**src/rtl/feature_row_reader.sv**
```systemverilog
// feature_row_reader: read-side controller for the ping-pong feature-row buffer.
// Drains completed rows in order from the 1-cycle-latency row RAM and streams
// them downstream, tracking row credits, bank/column/row position and frame end.
// Optional build macro: FEATURE_ROW_READER_PERF_EN adds the stall_cycles counter.
//
// Handshake: an element transfers on every cycle where out_valid && out_ready.
// Once out_valid is raised, out_valid, out_data, out_last_col and out_last_row
// hold steady until that transfer happens.
module feature_row_reader #(
    parameter int ROW_LEN  = 80,
    parameter int NUM_ROWS = 80,
    parameter int BANKS    = 2,
    parameter int DATA_W   = 16,
    parameter int ADDR_W   = 8
) (
    input  logic                         clk,
    input  logic                         reset,
    input  logic                         row_done,
    output logic                         rd_en,
    output logic [ADDR_W-1:0]            rd_addr,
    input  logic [DATA_W-1:0]            rd_data,
    output logic                         out_valid,
    input  logic                         out_ready,
    output logic [DATA_W-1:0]            out_data,
    output logic                         out_last_col,
    output logic                         out_last_row,
    output logic                         frame_done,
    output logic                         overflow,
`ifdef FEATURE_ROW_READER_PERF_EN
    output logic [15:0]                  stall_cycles,
`endif
    output logic                         dbg_state,
    output logic [$clog2(BANKS+1)-1:0]   dbg_credits
);

    localparam int COL_W  = $clog2(ROW_LEN);
    localparam int ROW_W  = $clog2(NUM_ROWS);
    localparam int BANK_W = (BANKS > 1) ? $clog2(BANKS) : 1;
    localparam int CRED_W = $clog2(BANKS + 1);

    typedef enum logic {S_IDLE = 1'b0, S_READ = 1'b1} state_t;

    state_t              r_state, w_state_next;
    logic [CRED_W-1:0]   r_credits, w_credits_next;
    logic                w_ovf_set;
    logic [COL_W-1:0]    r_col;
    logic [BANK_W-1:0]   r_bank;
    logic [ROW_W-1:0]    r_row;
    logic                r_overflow;
    logic                r_frame_done;

    // One read may be in flight; its tags travel alongside it.
    logic                r_inflight, r_infl_lc, r_infl_lr;

    // Two-entry output FIFO.
    logic [DATA_W-1:0]   r_fifo_data [2];
    logic [1:0]          r_fifo_lc, r_fifo_lr;
    logic                r_wptr, r_rptr;
    logic [1:0]          r_count;

    logic                w_rd_en, w_last_issue, w_pop, w_bypass, w_push, w_fifo_pop;
    logic [2:0]          w_occ;

    // When the FIFO is empty the returning RAM word is presented directly, so
    // the first element appears the cycle after its read; if it is not taken
    // that cycle it is written into the FIFO and held from there.
    assign w_bypass     = (r_count == 2'd0) && r_inflight;
    assign out_valid    = (r_count != 2'd0) || r_inflight;
    assign out_data     = w_bypass ? rd_data   : r_fifo_data[r_rptr];
    assign out_last_col = w_bypass ? r_infl_lc : r_fifo_lc[r_rptr];
    assign out_last_row = w_bypass ? r_infl_lr : r_fifo_lr[r_rptr];
    assign w_pop        = out_valid && out_ready;
    assign w_push       = r_inflight && !(w_bypass && w_pop);
    assign w_fifo_pop   = w_pop && !w_bypass;

    // Buffered plus in-flight elements, after this cycle's pop, must leave room.
    assign w_occ        = {1'b0, r_count} + {2'b00, r_inflight} - {2'b00, w_pop};
    assign w_rd_en      = (r_state == S_READ) && (w_occ < 3'd2);
    assign w_last_issue = w_rd_en && (r_col == COL_W'(ROW_LEN - 1));

    assign rd_en        = w_rd_en;
    assign rd_addr      = ADDR_W'(r_bank) * ADDR_W'(ROW_LEN) + ADDR_W'(r_col);
    assign frame_done   = r_frame_done;
    assign overflow     = r_overflow;
    assign dbg_state    = r_state;
    assign dbg_credits  = r_credits;

    // Credit arithmetic: row_done adds, finishing a row's reads removes.
    always_comb begin
        w_credits_next = r_credits;
        w_ovf_set      = 1'b0;
        if (row_done && !w_last_issue) begin
            if (r_credits == CRED_W'(BANKS)) w_ovf_set = 1'b1;
            else                             w_credits_next = r_credits + CRED_W'(1);
        end else if (!row_done && w_last_issue) begin
            w_credits_next = r_credits - CRED_W'(1);
        end
    end

    // Credit counter and sticky overflow flag.
    always_ff @(posedge clk) begin
        if (reset) begin
            r_credits  <= '0;
            r_overflow <= 1'b0;
        end else begin
            r_credits <= w_credits_next;
            if (w_ovf_set) r_overflow <= 1'b1;
        end
    end

    // FSM state register.
    always_ff @(posedge clk) begin
        if (reset) r_state <= S_IDLE;
        else       r_state <= w_state_next;
    end

    // FSM next state: leave IDLE as soon as a credit exists, return when none remain.
    always_comb begin
        w_state_next = r_state;
        case (r_state)
            S_IDLE:  if (w_credits_next != '0) w_state_next = S_READ;
            S_READ:  if (w_last_issue && (w_credits_next == '0)) w_state_next = S_IDLE;
            default: w_state_next = S_IDLE;
        endcase
    end

    // Read position: column within row, bank and row within frame.
    always_ff @(posedge clk) begin
        if (reset) begin
            r_col  <= '0;
            r_bank <= '0;
            r_row  <= '0;
        end else if (w_rd_en) begin
            if (r_col == COL_W'(ROW_LEN - 1)) begin
                r_col  <= '0;
                r_bank <= (r_bank == BANK_W'(BANKS - 1)) ? '0 : r_bank + BANK_W'(1);
                r_row  <= (r_row == ROW_W'(NUM_ROWS - 1)) ? '0 : r_row + ROW_W'(1);
            end else begin
                r_col <= r_col + COL_W'(1);
            end
        end
    end

    // In-flight tracking and output FIFO storage.
    always_ff @(posedge clk) begin
        if (reset) begin
            r_inflight     <= 1'b0;
            r_infl_lc      <= 1'b0;
            r_infl_lr      <= 1'b0;
            r_fifo_data[0] <= '0;
            r_fifo_data[1] <= '0;
            r_fifo_lc      <= '0;
            r_fifo_lr      <= '0;
            r_wptr         <= 1'b0;
            r_rptr         <= 1'b0;
            r_count        <= 2'd0;
        end else begin
            r_inflight <= w_rd_en;
            r_infl_lc  <= w_last_issue;
            r_infl_lr  <= (r_row == ROW_W'(NUM_ROWS - 1));
            if (w_push) begin
                r_fifo_data[r_wptr] <= rd_data;
                r_fifo_lc[r_wptr]   <= r_infl_lc;
                r_fifo_lr[r_wptr]   <= r_infl_lr;
                r_wptr              <= ~r_wptr;
            end
            if (w_fifo_pop) r_rptr <= ~r_rptr;
            r_count <= r_count + {1'b0, w_push} - {1'b0, w_fifo_pop};
        end
    end

    // Frame completion pulse, one cycle after the final element is taken.
    always_ff @(posedge clk) begin
        if (reset) r_frame_done <= 1'b0;
        else       r_frame_done <= w_pop && out_last_col && out_last_row;
    end

`ifdef FEATURE_ROW_READER_PERF_EN
    logic [15:0] r_stall_cycles;

    // Saturating count of cycles where an element waits on downstream.
    always_ff @(posedge clk) begin
        if (reset || r_frame_done)                                  r_stall_cycles <= '0;
        else if (out_valid && !out_ready && r_stall_cycles != 16'hFFFF) r_stall_cycles <= r_stall_cycles + 16'd1;
    end

    assign stall_cycles = r_stall_cycles;
`endif

endmodule
```
**config.mk**
```make
export PLATFORM = sky130hd
export DESIGN_NAME = feature_row_reader
export DESIGN_NICKNAME = d
export VERILOG_FILES = /design/src/rtl/feature_row_reader.sv
export SDC_FILE = /design/constraint.sdc
export NUM_CORES = 1
export LEC_CHECK = 0
export BUFFER_PORTS_ARGS = -buffer_cell sky130_fd_sc_hd__buf_4
export CELL_PAD_IN_SITES_DETAIL_PLACEMENT = 0
export CELL_PAD_IN_SITES_GLOBAL_PLACEMENT = 1
export CORE_ASPECT_RATIO = 1.25
export CORE_UTILIZATION = 35
export DETAILED_ROUTE_END_ITERATION = 12
export GPL_TIMING_DRIVEN = 0
export PLACE_DENSITY_LB_ADDON = 0.3
export REMOVE_ABC_BUFFERS = 1
export SYNTH_ARGS = -nofsm -noshare
export SYNTH_HDL_FRONTEND = slang
export SYNTH_SLANG_ARGS = --single-unit
```
**constraint.sdc**
```tcl
create_clock -name clk -period 5.8 [get_ports clk]
set_clock_uncertainty 0.1 [all_clocks]
set_input_delay 1.16 -clock clk [delete_from_list [all_inputs] [get_ports clk]]
set_output_delay 1.16 -clock clk [all_outputs]
set_load 0.01 [all_outputs]
```
# Word level (Yosys, flattened, before mapping)
# Memories as Yosys holds them, arrays and structs flattened. A register that Yosys moved wholly into a read port is not among the register bits.
# Cells that the tools add are included.
# W data, S select, Z words.
[op_classes]
multipliers = 1
n_eq_ne = 3
mux = 32
n_reduce_logical = 24
addsub = 10
bitwise = 3
n_lt_le_gt_ge = 4
[op_table]
columns = ["op", "count"]
rows = [
  ["$mux W16", 2],
  ["$mux W1", 21],
  ["$reduce_or A16 Y1", 1],
  ["$add A7 B1 Y7 const B", 2],
  ["$eq A7 B7 Y1 const B", 2],
  ["$mux W7", 2],
  ["$logic_and A1 B1 Y1", 13],
  ["$add A8 B7 Y8", 1],
  ["$mux W2", 3],
  ["$bwmux W2", 2],
  ["$logic_not A1 Y1", 4],
  ["$logic_not A2 Y1", 2],
  ["$lt A1 B2 Y1 const B", 2],
  ["$mul A1 B3 Y4 const B", 1],
  ["$reduce_bool A2 Y1", 2],
  ["$add A2 B1 Y3", 1],
  ["$lt A3 B2 Y1 const B", 1],
  ["$not A1 Y1", 3],
  ["$sub A3 B1 Y3", 1],
  ["$add A2 B1 Y2", 1],
  ["$add A2 B1 Y2 const B", 1],
  ["$eq A2 B2 Y1 const B", 1],
  ["$pmux W1 S2", 1],
  ["$reduce_and A2 Y1", 1],
  ["other kinds (6)", 6],
]
[word_totals]
regBits = 31
out_inout_bits = 33
ramBits = 32
inputBits = 20
n_memories = 1
[memory_table]
columns = ["name", "depth", "width", "read_ports", "rd_ports_with_merged_regs", "write_ports", "line_no", "source"]
rows = [
  ["r_fifo_data", 2, 16, 1, 1, 2, "56", "logic [DATA_W-1:0] r_fifo_data [2];"],
]

# Depth between registers and ports, before layout
[depth]
depth_word = 14
mapped_depth = 11
ltp_nobuf = 9

# Worst setup path before layout
# No wires, ideal clock.
[synth_timing]
path_kind = "input port to output port"
start = "input out_ready"
end = "output rd_en"
stages = 6
arrival_time_ns = 2.283
path_buffers = 1
required_time_ns = 4.540
setup_slack_ns = 2.257
cell_sequence = "xor2_1 > nand2_1 > fa_1 > xnor2_1 > and3_1 > buf_2"
[synth_between]
elab_chain_len = 4
[synth_rtl]
columns = ["element", "line_no", "source"]
rows = [
  ["start: declaration", "23", "input logic out_ready,"],
  ["$logic_and A1 B1 Y1", "72", "assign w_pop = out_valid && out_ready;"],
  ["$sub A3 B1 Y3", "77", "assign w_occ = {1'b0, r_count} + {2'b00, r_inflight} - {2'b00, w_pop};"],
  ["$lt A3 B2 Y1", "78", "assign w_rd_en = (r_state == S_READ) && (w_occ < 3'd2);"],
  ["$logic_and A1 B1 Y1", "78", ""],
  ["end: declaration", "19", "output logic rd_en,"],
]
# No other way between the ends.

# Final worst setup path
# Ends and elaborated chain as after synthesis.

==> impl_table.tex <==
\begin{tabular}{lr}
\hline
Metric & Value \\
\hline
\multicolumn{2}{l}{\textbf{Die}} \\
\quad Count of standard-cell rows & 38 \\
\quad Placeable core area & $\sim$8700 µm² \\
\quad Number of top-level pins & 53 \\
\quad Die Footprint & between 9000 and 10,000 µm² \\
\quad Die Height & around 110 µm \\
\quad Die Wd & 86.4 µm \\
\quad Starting Density & between 30\% and 40\% \\
\multicolumn{2}{l}{\textbf{Pwr}} \\
\quad Leak Pwr & about 1.5 nW \\
\quad Sequential share of power & 44.7\% \\
\quad Power share of the combinational group & 26.7\% \\
\quad Sw Ratio & 30.2\% \\
\quad Net switching power & 0.385 mW \\
\quad Internal power & 0.891 mW \\
\quad Pwr per Cell Area & 341 nW/µm² \\
\quad Maximum vdd drop & $\sim$0.17 mV \\
\quad Clk pwr share & 28.6\% \\
\multicolumn{2}{l}{\textbf{Setup path}} \\
\quad Data required time of the worst path & between 4 and 5 ns \\
\quad Worst Path Class, Setup & input pin to output port \\
\quad Critical path peak fanout & 6 \\
\quad Startpoint types & input pin \\
\quad Arrival time of data at the critical path endpoint & between 2 and 3 ns \\
\quad Endpoint class of the critical path & output port \\
\multicolumn{2}{l}{\textbf{Status}} \\
\quad Result of the run & finished clean \\
\multicolumn{2}{l}{\textbf{Clock network}} \\
\quad PostCTS Resize Cnt & 0 \\
\quad Number of setup buffers added after CTS & 0 \\
\quad Root Driver & sky130\_fd\_sc\_hd\_\_clkbuf\_8 \\
\quad Clock-pin slew reported for the worst setup and hold paths after clock tree synthesis & 0.07 ns \\
\quad Buffer depth of the longest clock path & 2 \\
\quad Number of sinks driven by the clock tree & 64 \\
\quad H-tree levels & 3 \\
\quad TritonCTS clock tree & done \\
\quad Hold buffers post-CTS & 0 \\
\quad Clock latency on the worst-skew pair & around 0.34 ns \\
\quad TritonCTS buffer count & 9 \\
\multicolumn{2}{l}{\textbf{Route}} \\
\quad Count of nets left with antenna violations after detail routing & 0 \\
\quad Detailed-route wire length & approximately 5700 µm \\
\quad Vias per cell & between 4 and 5 \\
\quad Drt pass-1 iters & 4 \\
\quad Post-detailed-route wirelength per cell & around 12 µm \\
\quad DRT iter0 DRCs & 77 \\
\quad DRC violation count after routing & 0 \\
\quad Total number of vias & about 2.2k \\
\multicolumn{2}{l}{\textbf{Synth}} \\
\quad Number of distinct library cells after synthesis & 38 \\
\quad Synthesized instance count & 297 \\
\quad Top cells by area in the synthesized netlist & sky130\_fd\_sc\_hd\_\_edfxtp\_1 31\%, sky130\_fd\_sc\_hd\_\_dfxtp\_1 21\%, sky130\_fd\_sc\_hd\_\_mux2i\_1 7.4\% \\
\quad Post-synth top area share & 30.9\% \\
\quad Synth Warn \# & 0 \\
\quad Largest area contributor in the synthesized netlist & sky130\_fd\_sc\_hd\_\_edfxtp\_1 \\
\quad Number of register bits inferred by synthesis & 64 \\
\quad Total standard cell area after synthesis & between 3000 and 4000 µm² \\
\quad Mapped Avg Cell Area & about 10 µm² \\
\quad Sequential element share of the synthesized area & between 50 and 60\% \\
\multicolumn{2}{l}{\textbf{Global route}} \\
\quad First-pass GRT wire length & $\sim$9200 µm \\
\quad Overall routing resource usage & about an eighth \\
\quad Met2 capacity usage during global routing & 21.5\% \\
\quad Met1 global-route usage & about 16\% \\
\quad Pin count of the biggest net entering global routing & 37 \\
\quad GR Util met3 & 2.45\% \\
\quad Vias in the first global route & roughly 2.0k \\
\quad Final global-route overflow total & 0 \\
\quad Number of antenna violations at the first check in global routing & 0 \\
\quad Grt peak-use layer & met2 \\
\multicolumn{2}{l}{\textbf{STA}} \\
\quad Max transition margin & between 20\% and 30\% \\
\quad Final critical-path required period & between 3 and 4 ns \\
\quad Worst-margin pin slew & $\sim$1.1 ns \\
\quad Number of max-slew violations in the final report & 0 \\
\quad Setup violations, final & 0 \\
\quad Setup TNS & 0 ns \\
\quad Fin crit share & a little under 70\% \\
\quad Highest clock rate & about 260 MHz \\
\quad Setup repair after global routing missed its margin & no \\
\quad Number of hold violations in the final report & 0 \\
\multicolumn{2}{l}{\textbf{Finish}} \\
\quad Share of post-route cells with drive strength above 1 & 20.3\% \\
\quad Core utilization of the finished layout & between 40\% and 50\% \\
\quad Syn-to-layout area delta & 20.1\% \\
\quad Non-filler cells in the finished layout & between 400 and 500 \\
\quad NumNets Final & between 300 and 400 \\
\quad ANT cells & 0 \\
\multicolumn{2}{l}{\textbf{Place}} \\
\quad Placed Cells & 449 \\
\quad Routability-driven placement congestion ratio & a little under 0.7 \\
\quad Post-DP HPWL & about 3700 µm \\
\quad Port Buffer Count & between 50 and 60 \\
\multicolumn{2}{l}{\textbf{Worst hold path}} \\
\quad Hold crit path type & register to register \\
\multicolumn{2}{l}{\textbf{Run}} \\
\quad Max-cap violations & 0 \\
\hline
\end{tabular}
==> stage by stage <==
stage                     instance area, µm²  power (mW)  worst slack (ns)  hold WS, ns
final                                   3740        1.28              1.89        0.381
after global routing                    3740        1.36              1.78        0.405
after CTS                               3740        1.30              1.88        0.387
after detailed placement                3550       0.930              1.78        0.366
after global placement                  3550       0.924              1.76        0.358
after floorplan                         3010       0.772              2.26        0.348
==> cell usage after synthesis <==
library cell / instances
sky130_fd_sc_hd__fa_1: 1
sky130_fd_sc_hd__and2_1: 33
sky130_fd_sc_hd__nor3_1: 5
sky130_fd_sc_hd__dfxtp_1: 32
sky130_fd_sc_hd__o22ai_1: 1
sky130_fd_sc_hd__nand3_1: 1
sky130_fd_sc_hd__inv_1: 6
sky130_fd_sc_hd__nand4b_1: 1
sky130_fd_sc_hd__buf_2: 5
sky130_fd_sc_hd__a31oi_1: 1
sky130_fd_sc_hd__xnor2_1: 7
sky130_fd_sc_hd__buf_1: 1
sky130_fd_sc_hd__and3_1: 5
sky130_fd_sc_hd__a21bo_2: 1
sky130_fd_sc_hd__a211oi_1: 1
sky130_fd_sc_hd__buf_4: 5
sky130_fd_sc_hd__clkbuf_1: 9
sky130_fd_sc_hd__nor4_1: 1
sky130_fd_sc_hd__nor2_1: 22
sky130_fd_sc_hd__a31o_2: 1
sky130_fd_sc_hd__xor2_1: 11
sky130_fd_sc_hd__o21ai_0: 21
sky130_fd_sc_hd__nor2b_1: 8
sky130_fd_sc_hd__mux2_4: 1
sky130_fd_sc_hd__edfxtp_1: 32
sky130_fd_sc_hd__ha_1: 9
sky130_fd_sc_hd__or3_1: 3
sky130_fd_sc_hd__nor3_4: 1
sky130_fd_sc_hd__and4bb_1: 1
sky130_fd_sc_hd__a22o_1: 4
sky130_fd_sc_hd__nand2_1: 28
sky130_fd_sc_hd__nand2b_1: 1
sky130_fd_sc_hd__mux2i_1: 23
sky130_fd_sc_hd__nor3b_1: 1
sky130_fd_sc_hd__nor3b_4: 1
sky130_fd_sc_hd__a21o_1: 1
sky130_fd_sc_hd__nand4_1: 5
sky130_fd_sc_hd__a21oi_1: 7
==> cell usage in the layout (no fill, tap or decap), drive strengths merged, types with 2 or more instances in the layout <==
| master | count |
|---|---|
| o21ai | 21 |
| nor2 | 22 |
| inv | 6 |
| xnor2 | 7 |
| xor2 | 11 |
| or3 | 3 |
| buf | 52 |
| edfxtp | 32 |
| a22o | 4 |
| nor2b | 8 |
| clkinv | 5 |
| and3 | 5 |
| nand2 | 28 |
| nor3 | 6 |
| clkbuf | 9 |
| a21oi | 7 |
| mux2i | 23 |
| ha | 9 |
| nand4 | 5 |
| nor3b | 2 |
| dfxtp | 32 |
| and2 | 33 |
==> kinds of logic (layout without fill, tap and decap cells) <==
family | count (synthesis) | in the layout | synth area share, %
adders and majority gates | 10 | 10 | 4.26
AOI/OAI and AO/OA | 38 | 38 | 7.11
and+or+nand+nor | 117 | 117 | 20.3
DFF | 64 | 64 | 51.4
buffers and inverters | 26 | 74 | 3.94
xor gates and xnor gates | 18 | 18 | 5.06
muxes | 24 | 24 | 7.88
==> registers in the layout, indices dropped and copies added (netlist names), named ones only <==
register     count
r_infl_lr        1
frame_done       1
r_wptr           1
r_col            7
r_fifo_lc        2
r_row            7
r_fifo_data     32
r_inflight       1
r_fifo_lr        2
r_rptr           1
dbg_state        1
r_bank           1
r_infl_lc        1
dbg_credits      2
r_count          2
overflow         1
==> power groups by stage <==
| stage | Combinational [mW] | Sequential [mW] | Clock [mW] |
|---|---|---|---|
| floorplan | 0.199 | 0.572 | 0 |
| global placement | 0.344 | 0.580 | 0 |
| detailed placement | 0.347 | 0.583 | 0 |
| CTS | 0.348 | 0.573 | 0.376 |
| global route | 0.381 | 0.578 | 0.396 |
| finish | 0.340 | 0.570 | 0.366 |
==> worst max-delay path, stage by stage <==
cell	delay, ns
sky130_fd_sc_hd__buf_4	0.13
sky130_fd_sc_hd__xor2_1	0.12
sky130_fd_sc_hd__nand2_1	0.08
sky130_fd_sc_hd__fa_1	0.37
sky130_fd_sc_hd__xnor2_1	0.26
sky130_fd_sc_hd__and3_1	0.35
sky130_fd_sc_hd__buf_4	0.17
==> final cells by class <==
class                   count  area [µm²]
fillers                   864        4910
repair buffers             52         390
clock inverters             7        62.6
flip-flops and latches     64        1600
clock buffers               9         124
well taps                 120         150
multi-input cells         207        1390
inverters                   6        22.5
==> per-layer routing <==
layer	routed length, µm	part of all wire, %
met4	131	2.3
met2	2620	46
met1	2680	47
met3	244	4.3
met5	0	0
==> path summary, 6_finish.rpt <==
check,cells after the start,to,start,slack (ns)
worst max-delay path,7,rd_en,out_ready,1.89
worst min-delay path,1,r_fifo_lc[0],r_fifo_lc[0],0.38
worst min register to register,1,r_fifo_lc[0],r_fifo_lc[0],0.38
worst max register to register,9,r_row[6],r_count[0],2.36
Power figures use the tool's default switching activity.
